[config.mk]
export PLATFORM = sky130hd
export DESIGN_NAME = jbr_gen
export DESIGN_NICKNAME = d
export VERILOG_FILES = /design/src/rtl/jbr_gen.sv
export SDC_FILE = /design/constraint.sdc
export NUM_CORES = 1
export LEC_CHECK = 0
export ABC_AREA = 0
export CAP_MARGIN = 20
export CORE_UTILIZATION = 53
export DETAILED_ROUTE_END_ITERATION = 7
export MAX_ROUTING_LAYER = met4
export PLACE_DENSITY = 0.95
export REMOVE_ABC_BUFFERS = 1
export SYNTH_ARGS = -nofsm -noshare
export SYNTH_HDL_FRONTEND = slang
export SYNTH_SLANG_ARGS = --single-unit
[constraint.sdc]
create_clock -name clk_i -period 8.98 [get_ports clk_i]
set_input_delay 1.796 -clock clk_i [delete_from_list [all_inputs] [get_ports clk_i]]
set_output_delay 1.796 -clock clk_i [all_outputs]
set_load 0.02 [all_outputs]
[src/rtl/jbr_gen.sv]
// Branch resolution: evaluates branches/jumps, drives the registered {taken, target} fetch redirect bus, squashes wrong path.
// Latency: accept edge N -> bus and output valid in cycle N+1; bus drops the cycle after fetch accepts the redirect.
// Backpressure: allow_in = ~over | next_allow_in; a downstream stall throttles accepts only, never the redirect FSM.
module jbr_gen #(
    parameter int RegW = 32
) (
    input  logic            clk_i,
    input  logic            rst_i,
    input  logic            ctl_br_valid_i,
    output logic            ctl_br_allow_in_o,
    input  logic [RegW-1:0] br_pc_i,
    input  logic [3:0]      br_op_i,
    input  logic [RegW-1:0] br_src1_i,
    input  logic [RegW-1:0] br_src2_i,
    input  logic [RegW-1:0] br_offs_i,
    input  logic            ctl_next_allow_in_i,
    output logic            ctl_br_over_o,
    output logic            br_link_we_o,
    output logic [RegW-1:0] br_link_o,
    input  logic            ctl_if_allow_in_i,
    output logic [RegW:0]   jbr_bus_o
);

    localparam logic [3:0] OpBeq  = 4'd1;
    localparam logic [3:0] OpBne  = 4'd2;
    localparam logic [3:0] OpBlt  = 4'd3;
    localparam logic [3:0] OpBge  = 4'd4;
    localparam logic [3:0] OpBltu = 4'd5;
    localparam logic [3:0] OpBgeu = 4'd6;
    localparam logic [3:0] OpB    = 4'd7;
    localparam logic [3:0] OpBl   = 4'd8;
    localparam logic [3:0] OpJirl = 4'd9;

    typedef enum logic [1:0] {
        IDLE     = 2'd0,
        REDIRECT = 2'd1,
        SQUASH   = 2'd2
    } state_t;

    state_t          state_q, state_d;
    logic [RegW-1:0] tgt_q, tgt_d;
    logic [RegW:0]   bus_q, bus_d;
    logic            over_q;
    logic            link_we_q;
    logic [RegW-1:0] link_q;

    logic            accept;
    logic            load;
    logic            taken;
    logic            is_link;
    logic [RegW-1:0] target;
    logic            eq;
    logic            lt_s;
    logic            lt_u;

    assign ctl_br_allow_in_o = ~over_q | ctl_next_allow_in_i;
    assign accept            = ctl_br_valid_i & ctl_br_allow_in_o;

    assign eq      = (br_src1_i == br_src2_i);
    assign lt_s    = ($signed(br_src1_i) < $signed(br_src2_i));
    assign lt_u    = (br_src1_i < br_src2_i);
    assign is_link = (br_op_i == OpBl) || (br_op_i == OpJirl);
    assign target  = ((br_op_i == OpJirl) ? br_src1_i : br_pc_i) + br_offs_i;

    always_comb begin
        taken = 1'b0;
        case (br_op_i)
            OpBeq:              taken = eq;
            OpBne:              taken = ~eq;
            OpBlt:              taken = lt_s;
            OpBge:              taken = ~lt_s;
            OpBltu:             taken = lt_u;
            OpBgeu:             taken = ~lt_u;
            OpB, OpBl, OpJirl:  taken = 1'b1;
            default:            taken = 1'b0;
        endcase
    end

    always_comb begin
        state_d = state_q;
        tgt_d   = tgt_q;
        bus_d   = bus_q;
        load    = 1'b0;
        case (state_q)
            IDLE: begin
                if (accept) begin
                    load = 1'b1;
                    if (taken) begin
                        state_d = REDIRECT;
                        tgt_d   = target;
                        bus_d   = {1'b1, target};
                    end
                end
            end
            REDIRECT: begin
                // anything accepted here is wrong path and is silently dropped
                if (ctl_if_allow_in_i) begin
                    state_d = SQUASH;
                    bus_d   = '0;
                end
            end
            SQUASH: begin
                if (accept && (br_pc_i == tgt_q)) begin
                    load = 1'b1;
                    if (taken) begin
                        state_d = REDIRECT;
                        tgt_d   = target;
                        bus_d   = {1'b1, target};
                    end else begin
                        state_d = IDLE;
                    end
                end
            end
            default: begin
                state_d = IDLE;
                bus_d   = '0;
            end
        endcase
    end

    always_ff @(posedge clk_i) begin
        if (rst_i) begin
            state_q   <= IDLE;
            tgt_q     <= '0;
            bus_q     <= '0;
            over_q    <= 1'b0;
            link_we_q <= 1'b0;
            link_q    <= '0;
        end else begin
            state_q <= state_d;
            tgt_q   <= tgt_d;
            bus_q   <= bus_d;
            if (load) begin
                over_q    <= 1'b1;
                link_we_q <= is_link;
                link_q    <= br_pc_i + RegW'(4);
            end else if (ctl_next_allow_in_i) begin
                over_q    <= 1'b0;
                link_we_q <= 1'b0;
            end
        end
    end

    assign ctl_br_over_o = over_q;
    assign br_link_we_o  = link_we_q;
    assign br_link_o     = link_q;
    assign jbr_bus_o     = bus_q;

endmodule

# Word-level counts from Yosys, hierarchy flattened
# Index checks and enable logic that the tools add are counted.
dict set report word_totals {
  memories 0
  output_inout_bits 68
  regBits 101
  word_cells 65
  latchBits 0
  mem_bits_ro 0
  mem_bits_rw 0
  input_bits 137
}
dict set report classes {
  reduce_logical 9
  n_lt_le_gt_ge 2
  n_shift 0
  bitwise 6
  add_sub_neg 2
  mul 0
  muxes 23
  eq_ne 17
  n_div 0
}
# operator n
set op_table {}
lappend op_table {{$mux 33} 4}
lappend op_table {{$mux 32} 4}
lappend op_table {{$pmux 33 s3} 1}
lappend op_table {{$eq 32x32->1} 2}
lappend op_table {{$lt 32x32->1} 2}
lappend op_table {{$pmux 32 s2} 1}
lappend op_table {{$add 32x3->32 const B} 1}
lappend op_table {{$add 32x32->32} 1}
lappend op_table {{$eq 4x3->1 const B} 4}
lappend op_table {{$eq 4x2->1 const B} 2}
lappend op_table {{$eq 4x4->1 const B} 2}
lappend op_table {{$mux 2} 4}
lappend op_table {{$ne 2x2->1 const B} 4}
lappend op_table {{$pmux 1 s7} 1}
lappend op_table {{$mux 1} 6}
lappend op_table {{$pmux 2 s3} 1}
lappend op_table {{$reduce_and 3->1} 2}
lappend op_table {{$eq 4x1->1 const B} 1}
lappend op_table {{$not 1->1} 4}
lappend op_table {{$reduce_and 4->1} 1}
lappend op_table {{$reduce_bool 2->1} 2}
lappend op_table {{$reduce_or 3->1} 1}
lappend op_table {{$eq 2x1->1 const B} 1}
lappend op_table {{$eq 2x2->1 const B} 1}
lappend op_table {{6 further kinds} 6}

# Longest topological paths before layout
# Gate-level depths: netlist of run 1.
dict set report logic_depth {
  ltp_word 7
  depth_mapped 16
  ltp_nobuf 14
}

# Least setup slack after synthesis of run 1
# OpenSTA, ideal clock, no wires.
dict set report synth_path {
  kind {input -> register}
  startpoint {input port br_op_i[2]}
  endpoint {register bus_q[30], in the netlist jbr_bus_o[30]}
  t_arrival_ps 5358
  setup_time_ps 129
  path_stages 16
  n_path_buf 2
  setup_slack_ps 3494
  cell_sequence {nor2_1 > and3_1 > clkbuf_1 > clkbuf_1 > mux2_2 > ha_1 > fa_1 > a21oi_1 > o22ai_1 > nand2b_1 > a2111oi_1 > o41ai_1 > a21oi_1 > o21ai_0 > xnor2_1 > o32ai_1}
}
dict set report synth_via {
  elab_chain_cells 6
  elab_cells_between_ends 17
  cone_classes {add/sub: 1; eq/ne: 9; mux: 6; reduce/logical: 1}
}
# element line_no
set synth_rtl {}
lappend synth_rtl {{start, declared} 12} ;# input logic [3:0] br_op_i,
lappend synth_rtl {{$eq 4x4->1 (tied with other cells)} {63, 67}}
lappend synth_rtl {{$mux 32 / $reduce_or 3->1 (equally long branches)} {63, 67}}
lappend synth_rtl {{$add 32x32->32 / $pmux 1 s7 (equally long branches)} {63, 67}}
lappend synth_rtl {{$mux 33 *} {88, 105}}
lappend synth_rtl {{$mux 33, on equally long branches} {103, 86}}
lappend synth_rtl {{$pmux 33 s3 *} 84} ;# case (state_q)
lappend synth_rtl {{end signal, assigned} 132} ;# bus_q <= bus_d;
lappend synth_rtl {{end, declared} 42} ;# logic [RegW:0] bus_q, bus_d;
# Every way passes the cells marked *; elsewhere a longest branch is shown, timed or not. The select of a mux whose other input is x is not followed.
# A chain may end at the register's enable or synchronous reset.

# Final worst setup path of run 1
dict set report layout_path {
  startpoint {input port br_op_i[1]}
  endpoint {register bus_q[30], in the netlist jbr_bus_o[30]}
}
# The elaborated chain is that of the path after synthesis.

==> impl.org, run 1 <==
** Outcome
- Outcome :: completed

** Timing
- Worst-case headroom to the max-slew limit :: 27.11%
- Min Clock Period, post-route :: 6.517 ns
- Setup repair after global routing missed its margin :: false
- The number of failing hold endpoints at the final stage was 0.
- For the pin with the worst max-slew slack, the measured transition is 1.093 ns.
- The final critical path takes up 72.57% of the cycle.
- Across the routed clock network, the largest skew measured is 0.006861 ns.
- Worst hold-check slack :: 0.4592 ns
- Max-slew violation total from the final report :: 0
- Final count of negative-setup-slack endpoints :: 0
- Sum Neg Setup Slack :: 0 ns
- Maximum operating frequency :: 0.1535 GHz

** Clock tree
- Buffers inserted during post-CTS setup optimization :: 0
- Worst-Skew Late Latency :: 0.36 ns
- H-tree Lvls :: 3
- The clock passes through at most 2 buffers.
- Clk pin slew, worst setup/hold paths :: 0.07 ns
- Clock tree from TritonCTS :: done
- In this run the clock root is driven by a sky130_fd_sc_hd__clkbuf_16.
- For this design, the CTS-stage hold fixing added 0 buffers.
- After clock tree synthesis, the repair step resized 0 gates.
- Total clock buffers created by CTS :: 9
- Sink Count :: 101

** Synthesis
- For this run, the leading register cell type out of synthesis is sky130_fd_sc_hd__dfxtp_1.
- Fraction of synthesis flops using an asynchronous set or reset pin :: 0%
- Synthesized instance count :: 892
- FF+latch count, synth :: 101
- Avg Cell Area, Syn :: 8.077 um^2
- Distinct cell type count after synthesis :: 62
- Summing the sequential cell areas from Yosys gives 28.07% of the chip area.
- The synthesized design contains 0 enable-type register cells.
- Yosys Warn Count :: 0
- Mapped cell area :: 0.007204 mm^2

** Floorplan
- Die Height :: 118.6 um
- Standard-cell row count :: 42
- Starting Density :: 54.40%
- 205 I/O pins were placed.
- Chip width :: 118.6 um
- Floorplan Core Area :: 0.01324 mm^2
- The floorplan step defined a die boundary enclosing 0.01406 mm^2.

** Setup path
- Required @ worst endpoint :: 9.18 ns
- Crit Reg-Reg Endpoint :: jbr_bus_o[28]$_SDFFE_PP0P_
- In this run the register-to-register setup slack is 5.81 ns.
- Depth of the worst register-to-register path :: 10
- The worst setup path is captured at a register.
- CP Max Fanout :: 18
- Reg2Reg Launch Point :: tgt_q[22]$_SDFFE_PP0P_
- Type of element launching the critical path :: input pin
- The setup path with the least slack is of type input pin to register.
- Critical path data arrival time :: 6.72 ns
- In this run the worst setup path begins at br_op_i[1].

** Worst hold path
- Worst hold endpoint :: jbr_bus_o[32]$_SDFFE_PP0P_
- Along the worst hold path, the cell count comes to 2.
- The startpoint identified for the worst hold timing path is jbr_bus_o[32]$_SDFFE_PP0P_.
- The worst hold path belongs to the class register to register.

** GRT
- GRT overflow :: 0
- Gr usage total :: 32.79%
- The number of global-route vias before repair was 7038.
- Wire length of the first global-routing pass :: 35.21 mm
- Entering global routing, the biggest net connects 105 pins.
- Initial antenna violation count :: 0

** Route
- DRC violation total after the first TritonRoute iteration :: 666
- Dividing the detail-routed via count by the number of cells gives 5.832.
- In this run the remaining antenna-violating nets after routing total 0.
- The first detailed-routing pass took 6 iterations.
- The routed layout has 7267 vias.
- After detailed routing, the number of remaining DRC violations is 0.
- The final layout contains routed wiring with a total length of 22.30 mm.
- The routed design uses 10.51 mm of met2 wire.
- Routed len/inst :: 17.90 um
- Detailed-routed wire length on met3 :: 1.463 mm
- Top layer in use :: met4
- Met1 WL :: 9.488 mm

** Place
- Detail Placement HPWL :: 16.99 mm
- Routability-driven placement finished with a final weighted congestion of 0.9309.
- After detailed placement, the total cell area comes to 0.009295 mm^2.
- In this run the tool buffered the top-level ports with 204 buffer cells.
- Count of placed standard cells including taps :: 1231

** Power
- In this run the static leakage power is 0.003813 uW.
- Across the VDD grid, the largest voltage drop is 0.1063 mV.
- Total Power :: 1401 uW
- For this design the ratio of total power to cell area is 145.8 mW/mm^2.

** Final layout
- In the final layout, the share of cells above drive strength 1 is 6.168%.
- From synthesis to final layout, the design area changed by 33.38%.
- Leaving out fill and tap cells, the most frequent cells in the layout are sky130_fd_sc_hd__clkdlybuf4s50_1, sky130_fd_sc_hd__dfxtp_1, sky130_fd_sc_hd__a21oi_1.
- The final layout contains 1268 nets.
- Antenna diode count :: 0
- Final Non-Filler Cells :: 1246
- With fillers left out, the area of the finished cells amounts to 0.009609 mm^2.
- Most common library cell in the layout ignoring fill and taps :: sky130_fd_sc_hd__clkdlybuf4s50_1

** Flow run
- The tool flagged a number of max-cap violations equal to 0.
==> cell type report <==
cell class                      count  area, um^2
Fill cell                        1022        3633
Tap cell                          176       220.2
Timing Repair Buffer              208        2069
Clock buffer                       10       239.0
Multi-Input combinational cell    697        4800
Sequential cell                   101        2022
Clock inverter                      5       75.07
Inverter                           49       183.9
==> where the power goes <==
| group | switching (uW) | total (uW) | internal (uW) |
|---|---|---|---|
| Combinational | 249 | 466 | 217 |
| Clock | 177 | 426 | 249 |
| Sequential | 23.7 | 509 | 485 |
==> flip-flops by register name, indices dropped and copies added, names as in the netlist <==
signal,cells
jbr_bus_o,33
br_link_o,32
br_link_we_o,1
tgt_q,32
state_q,2
ctl_br_over_o,1
==> metrics by stage <==
stage	worst slack [ns]	utilization [%]
6_report	2.463	72.56
4_1_cts	2.572	72.56
3_3_place_gp	2.346	70.19
5_1_grt	2.076	72.56
3_5_place_dp	2.243	70.19
2_1_floorplan	3.281	-
==> cells in the mapped netlist (all sizes together) (2+ instances only) <==
| master | n | share of area (%) |
|---|---|---|
| a211o | 4 | 0.49 |
| a211oi | 32 | 3.4 |
| a21boi | 3 | 0.31 |
| a21o | 8 | 0.83 |
| a21oi | 97 | 6.7 |
| a22oi | 3 | 0.31 |
| a31o | 2 | 0.24 |
| a31oi | 4 | 0.35 |
| and2 | 3 | 0.26 |
| and3 | 9 | 0.78 |
| and4 | 2 | 0.24 |
| buf | 14 | 1.2 |
| clkbuf | 31 | 1.6 |
| dfxtp | 101 | 28 |
| ha | 64 | 11 |
| inv | 49 | 2.6 |
| mux2 | 31 | 4.8 |
| mux2i | 9 | 1.3 |
| nand2 | 67 | 3.5 |
| nand2b | 30 | 2.6 |
| nand3 | 57 | 4.0 |
| nand3b | 7 | 0.73 |
| nand4 | 16 | 1.4 |
| nor2 | 72 | 3.9 |
| nor2b | 2 | 0.17 |
| nor3 | 10 | 0.69 |
| nor3b | 3 | 0.31 |
| nor4 | 11 | 1.1 |
| o211ai | 6 | 0.63 |
| o21ai | 26 | 1.8 |
| o21bai | 2 | 0.21 |
| o31ai | 5 | 0.71 |
| o32ai | 5 | 0.71 |
| o41ai | 2 | 0.24 |
| or2 | 5 | 0.43 |
| or3b | 3 | 0.36 |
| xnor2 | 34 | 4.1 |
| xor2 | 48 | 5.8 |
==> cell families after synthesis <==
family,after synthesis,synth area share [%]
compound gates,210,18.34
xor+xnor,82,9.969
fa+ha+maj,65,11.39
buf+inv,94,5.366
flops,101,28.07
mux,40,6.096
simple gates,300,20.77
==> routing by layer <==
layer | up-vias | GRT usage [%]
li1 | 3524 | -
met1 | 3336 | 40.66
met2 | 341 | 52.63
met3 | 66 | 4.440
met4 | 0 | 15.59
met5 | - | -
==> worst max-delay path by stage <==
stage	to	slack [ns]	cells after the start
after floorplan	jbr_bus_o[30]$_SDFFE_PP0P_	3.28	14
after global placement	jbr_bus_o[30]$_SDFFE_PP0P_	2.35	15
after detailed placement	jbr_bus_o[30]$_SDFFE_PP0P_	2.24	15
after CTS	jbr_bus_o[30]$_SDFFE_PP0P_	2.57	15
after global routing	jbr_bus_o[30]$_SDFFE_PP0P_	2.08	15
final	jbr_bus_o[30]$_SDFFE_PP0P_	2.46	15
==> critical path, stage by stage <==
cell	delay, ns
sky130_fd_sc_hd__clkdlybuf4s50_1	0.51
sky130_fd_sc_hd__nor2_1	0.16
sky130_fd_sc_hd__and3_1	0.75
sky130_fd_sc_hd__mux2_2	0.42
sky130_fd_sc_hd__ha_1	0.23
sky130_fd_sc_hd__fa_1	0.40
sky130_fd_sc_hd__a21oi_1	0.20
sky130_fd_sc_hd__o22ai_1	0.15
sky130_fd_sc_hd__nand2b_1	0.23
sky130_fd_sc_hd__a2111oi_1	0.82
sky130_fd_sc_hd__o41ai_1	0.19
sky130_fd_sc_hd__a21oi_1	0.37
sky130_fd_sc_hd__o21ai_0	0.18
sky130_fd_sc_hd__xnor2_1	0.19
sky130_fd_sc_hd__o32ai_1	0.11
(Power assumes the default switching activity.)
==> run 2: changes to the inputs <==
--- a/config.mk
+++ b/config.mk
@@ -7,10 +7,10 @@
 export LEC_CHECK = 0
 export ABC_AREA = 0
 export CAP_MARGIN = 20
-export CORE_UTILIZATION = 53
+export CORE_UTILIZATION = 44
 export DETAILED_ROUTE_END_ITERATION = 7
 export MAX_ROUTING_LAYER = met4
-export PLACE_DENSITY = 0.95
+export PLACE_DENSITY = 0.89
 export REMOVE_ABC_BUFFERS = 1
 export SYNTH_ARGS = -nofsm -noshare
 export SYNTH_HDL_FRONTEND = slang
==> constraint.sdc (replaced) <==
create_clock -name clk_i -period 5.45 [get_ports clk_i]
set_input_delay 1.09 -clock clk_i [delete_from_list [all_inputs] [get_ports clk_i]]
set_output_delay 1.09 -clock clk_i [all_outputs]
set_load 0.02 [all_outputs]
==> run 2 against run 1 <==
Against the previous run: cell count rose by 3.8%; critical path depth unchanged; final area is 1.2% higher; global-route usage is 5.3 points lower; utilization down 12 points; hold slack got worse by 0.0035 ns; sequential share of layout area fell by 0.24 points; wire length rose by 1.6%; clock-buffer cell count down 1; highest routed layer unchanged.
==> impl.org, run 2 (synthesis gave the netlist of run 1 again) <==
** Worst hold path
- In this run the worst hold path is classified as register to register.
- For hold timing, the worst endpoint is jbr_bus_o[32]$_SDFFE_PP0P_.
- The startpoint identified for the worst hold timing path is jbr_bus_o[32]$_SDFFE_PP0P_.
- The number of cells on the worst hold path was 2 (unchanged).

** Timing
- The worst-case setup margin in the final layout came to 0.4578 ns (-2.006 ns).
- The actual transition at the worst max-transition pin is 0.8565 ns (-0.2368 ns).
- Setup repair after global routing left no endpoint under its margin.
- Maximum operating frequency :: 0.2003 GHz
- Final count of negative-setup-slack endpoints :: 0 (unchanged)
- Max-slew violation total from the final report :: 0 (unchanged)
- Final number of hold-violating endpoints :: 0 (unchanged)
- The setup skew after layout was 0.01252 ns (+0.005658 ns).
- Min Clock Period, post-route :: 4.992 ns
- The worst slew slack as a fraction of its limit was 42.37% (+15 points).
- Portion of the clock cycle consumed by the worst path in the final layout :: 91.60%
- Sum Neg Setup Slack :: 0 ns (unchanged)

** Place
- Detail Placement HPWL :: 17.71 mm (+4.3%)
- Dpl ws :: 0.2342 ns (-2.009 ns)
- The placer's final routability congestion estimate came to 0.9609 (+3.2%).
- The area of placed instances came to 0.009415 mm^2 (+1.3%).
- The total instance count after detailed placement came to 1277 (+3.7%).
- Port buffer count :: 204 (unchanged)

** Clock tree
- Clock tree synthesis selected as its root buffer the cell sky130_fd_sc_hd__clkbuf_16.
- TritonCTS built the clock tree.
- Worst-Skew Late Latency :: 0.37 ns (about the same)
- Clk pin slew, worst setup/hold paths :: 0.07 ns (about the same)
- Total clock buffers created by CTS :: 9 (unchanged)
- The number of buffers between clock root and the deepest sink was 2 (unchanged).
- The H-tree depth reported by CTS was 3 (unchanged).
- Post-cts sizing count :: 0 (unchanged)
- The number of setup buffers added after CTS was 0 (unchanged).
- Hold buffer count at cts :: 0 (unchanged)
- The total clock sinks was 101 (unchanged).

** Route
- The routed via count was 7212 (-0.76%).
- Drt pass-1 iters :: 5 (-1)
- The routed length per placed instance is 17.52 um (-2.1%).
- The final routed wirelength across all metal layers was 22.66 mm (+1.6%).
- The violation count after the first detailed-route iteration is 452 (-32%).
- The post-route DRC violation count was 0 (unchanged).
- Via density per instance :: 5.578 (-4.4%)
- The number of nets with antenna violations after routing was 0 (unchanged).

** Final layout
- Post-route cell area :: 0.009721 mm^2 (+1.2%)
- The library cell used most frequently in the layout, excluding fill and tap cells, is sky130_fd_sc_hd__clkdlybuf4s50_1.
- Most used cells in the layout excluding fill and tap cells :: sky130_fd_sc_hd__clkdlybuf4s50_1, sky130_fd_sc_hd__dfxtp_1, sky130_fd_sc_hd__a21oi_1
- The net count reported at finish is 1274 (+0.47%).
- The number of inserted filler cells in the final layout is 1353 (+32%).
- The area of all sequential standard cells is 0.002022 mm^2 (unchanged).
- The share of post-route cells with drive strength above 1 was 6.778% (+0.61 points).
- Max FFs per register :: 33 (unchanged)
- The final instance count without filler cells came to 1293 (+3.8%).
- The footprint of the multi-input gates was 0.004800 mm^2 (unchanged).
- Syn-to-layout area delta :: 34.93%
- Antenna diode count :: 0 (unchanged)

** Floorplan
- Floorplan Core Area :: 0.01594 mm^2 (+20%)
- Die Height :: 130.0 um (+9.6%)
- The number of core rows is 46 (+9.5%).
- Chip width :: 130.0 um (+9.6%)
- Number of top-level design ports :: 205 (unchanged)
- Area of the die :: 0.01689 mm^2 (+20%)
- The effective utilization at floorplan was 45.19% (-9.2 points).

** Setup path
- Required @ worst endpoint :: 5.67 ns (-3.51 ns)
- Reg-to-reg setup timing slack :: 2.58 ns (-3.23 ns)
- Endpoint class of the critical path :: register
- The arrival time at the worst endpoint came to 5.21 ns (-1.51 ns).
- Type of element launching the critical path :: input pin
- CP Max Fanout :: 16 (-2)
- In this run the critical register-to-register path is launched from tgt_q[22]$_SDFFE_PP0P_.
- The worst setup path is of the input pin to register kind.
- Crit Reg-Reg Endpoint :: br_link_o[23]$_SDFFE_PP0P_
- Depth of the worst register-to-register path :: 9 (-1)

** Power
- The switching power summed over all nets came to 765.0 uW (+70%).
- The clock share of power came to 29.6% (-0.8 points).
- The proportion of power drawn by flip-flops and latches came to 36.5% (+0.2 points).
- The internal portion of total power was 1525 uW (+60%).
- Fraction of power spent switching nets :: 33.41% (+1.3 points)
- Maximum resistive drop on vdd :: 0.1596 mV (+50%)
- Comb pwr share :: 33.9% (+0.6 points)
- The total power draw was 2290 uW (+63%).
- PwrDens :: 235.5 mW/mm^2 (+62%)
- The cell leakage power came to 0.003836 uW (+0.60%).

** Outcome
- Outcome :: completed

** GRT
- The maximum number of pins on one net before global-route repair was 66 (-37%).
- The global-route wire length before repair was 34.21 mm (-2.8%).
- The combined global-route utilization of all metal layers was 27.52% (-5.3 points).
- The remaining global-route overflow came to 0 (unchanged).
- Initial antenna violation count :: 0 (unchanged)
- The number of global-route vias before repair came to 6616 (-6.0%).

** Flow run
- Number of max-cap violations :: 0 (unchanged)
==> run 2: cell count changes in the layout (fill, tap and decap cells not counted) <==
cell | previous run | this run
sky130_fd_sc_hd__inv_6 | 0 | 3
sky130_fd_sc_hd__buf_4 | 5 | 9
sky130_fd_sc_hd__bufinv_16 | 2 | 1
sky130_fd_sc_hd__clkbuf_8 | 1 | 0
sky130_fd_sc_hd__buf_12 | 0 | 2
sky130_fd_sc_hd__clkinvlp_4 | 0 | 2
sky130_fd_sc_hd__clkinv_2 | 3 | 0
sky130_fd_sc_hd__clkinv_4 | 0 | 1
==> run 2: worst max path at each step <==
| stage | slack (ns) | start | to | depth (start not counted) |
|---|---|---|---|---|
| final | 0.46 | br_op_i[1] | jbr_bus_o[31]$_SDFFE_PP0P_ | 15 |
| after global routing | 0.14 | br_op_i[1] | jbr_bus_o[30]$_SDFFE_PP0P_ | 16 |
| after CTS | 0.54 | br_op_i[1] | jbr_bus_o[30]$_SDFFE_PP0P_ | 16 |
| after detailed placement | 0.23 | br_op_i[1] | jbr_bus_o[30]$_SDFFE_PP0P_ | 16 |
| after global placement | 0.31 | br_op_i[1] | jbr_bus_o[30]$_SDFFE_PP0P_ | 16 |
| after floorplan | 0.46 | br_op_i[2] | jbr_bus_o[30]$_SDFFE_PP0P_ | 14 |
==> run 2: critical path, stage by stage <==
cell,delay (ns)
sky130_fd_sc_hd__clkdlybuf4s50_1,0.51
sky130_fd_sc_hd__nor2_1,0.17
sky130_fd_sc_hd__and3_1,0.30
sky130_fd_sc_hd__buf_12,0.19
sky130_fd_sc_hd__mux2_2,0.37
sky130_fd_sc_hd__ha_1,0.31
sky130_fd_sc_hd__a211oi_1,0.40
sky130_fd_sc_hd__o211ai_1,0.22
sky130_fd_sc_hd__a32oi_1,0.43
sky130_fd_sc_hd__o211ai_1,0.30
sky130_fd_sc_hd__a211oi_1,0.32
sky130_fd_sc_hd__o21ai_0,0.12
sky130_fd_sc_hd__a21oi_1,0.22
sky130_fd_sc_hd__xnor2_1,0.16
sky130_fd_sc_hd__o32ai_1,0.10
==> run 2: cell type report <==
type,instances,share of cell area [%]
Tap cell,216,2.780
Multi-Input combinational cell,697,49.38
Inverter,49,1.892
Clock buffer,9,2.317
Timing Repair Buffer,214,22.01
Sequential cell,101,20.80
Clock inverter,7,0.8238
==> run 2: metal layers <==
layer,vias to the layer above,track usage [%],wire length (um)
li1,3525,-,-
met4,0,9.439,512
met3,41,4.674,1782
met1,3319,34.16,9683
met2,327,45.08,10680
met5,-,-,0
==> run 2: power by group through the flow <==
stage	Combinational [uW]	Clock [uW]	Sequential [uW]
floorplan	377	0	899
global placement	751	0	850
detailed placement	763	0	853
CTS	770	690	836
global route	843	712	842
finish	775	678	836
==> run 2: metrics by stage <==
step	utilization [%]	hold WS, ns
after floorplan	-	0.4420
after global placement	59.06	0.4438
after detailed placement	59.06	0.4508
after CTS	60.97	0.4606
after global routing	60.97	0.4814
final	60.97	0.4557
==> run 3: changes to the inputs <==
--- a/config.mk
+++ b/config.mk
@@ -9,6 +9,7 @@
 export CAP_MARGIN = 20
 export CORE_UTILIZATION = 44
 export DETAILED_ROUTE_END_ITERATION = 7
+export HOLD_SLACK_MARGIN = 0.02
 export MAX_ROUTING_LAYER = met4
 export PLACE_DENSITY = 0.89
 export REMOVE_ABC_BUFFERS = 1
==> results of run 3 <==
Final layout, timing and power as in run 2 (identical DEF).
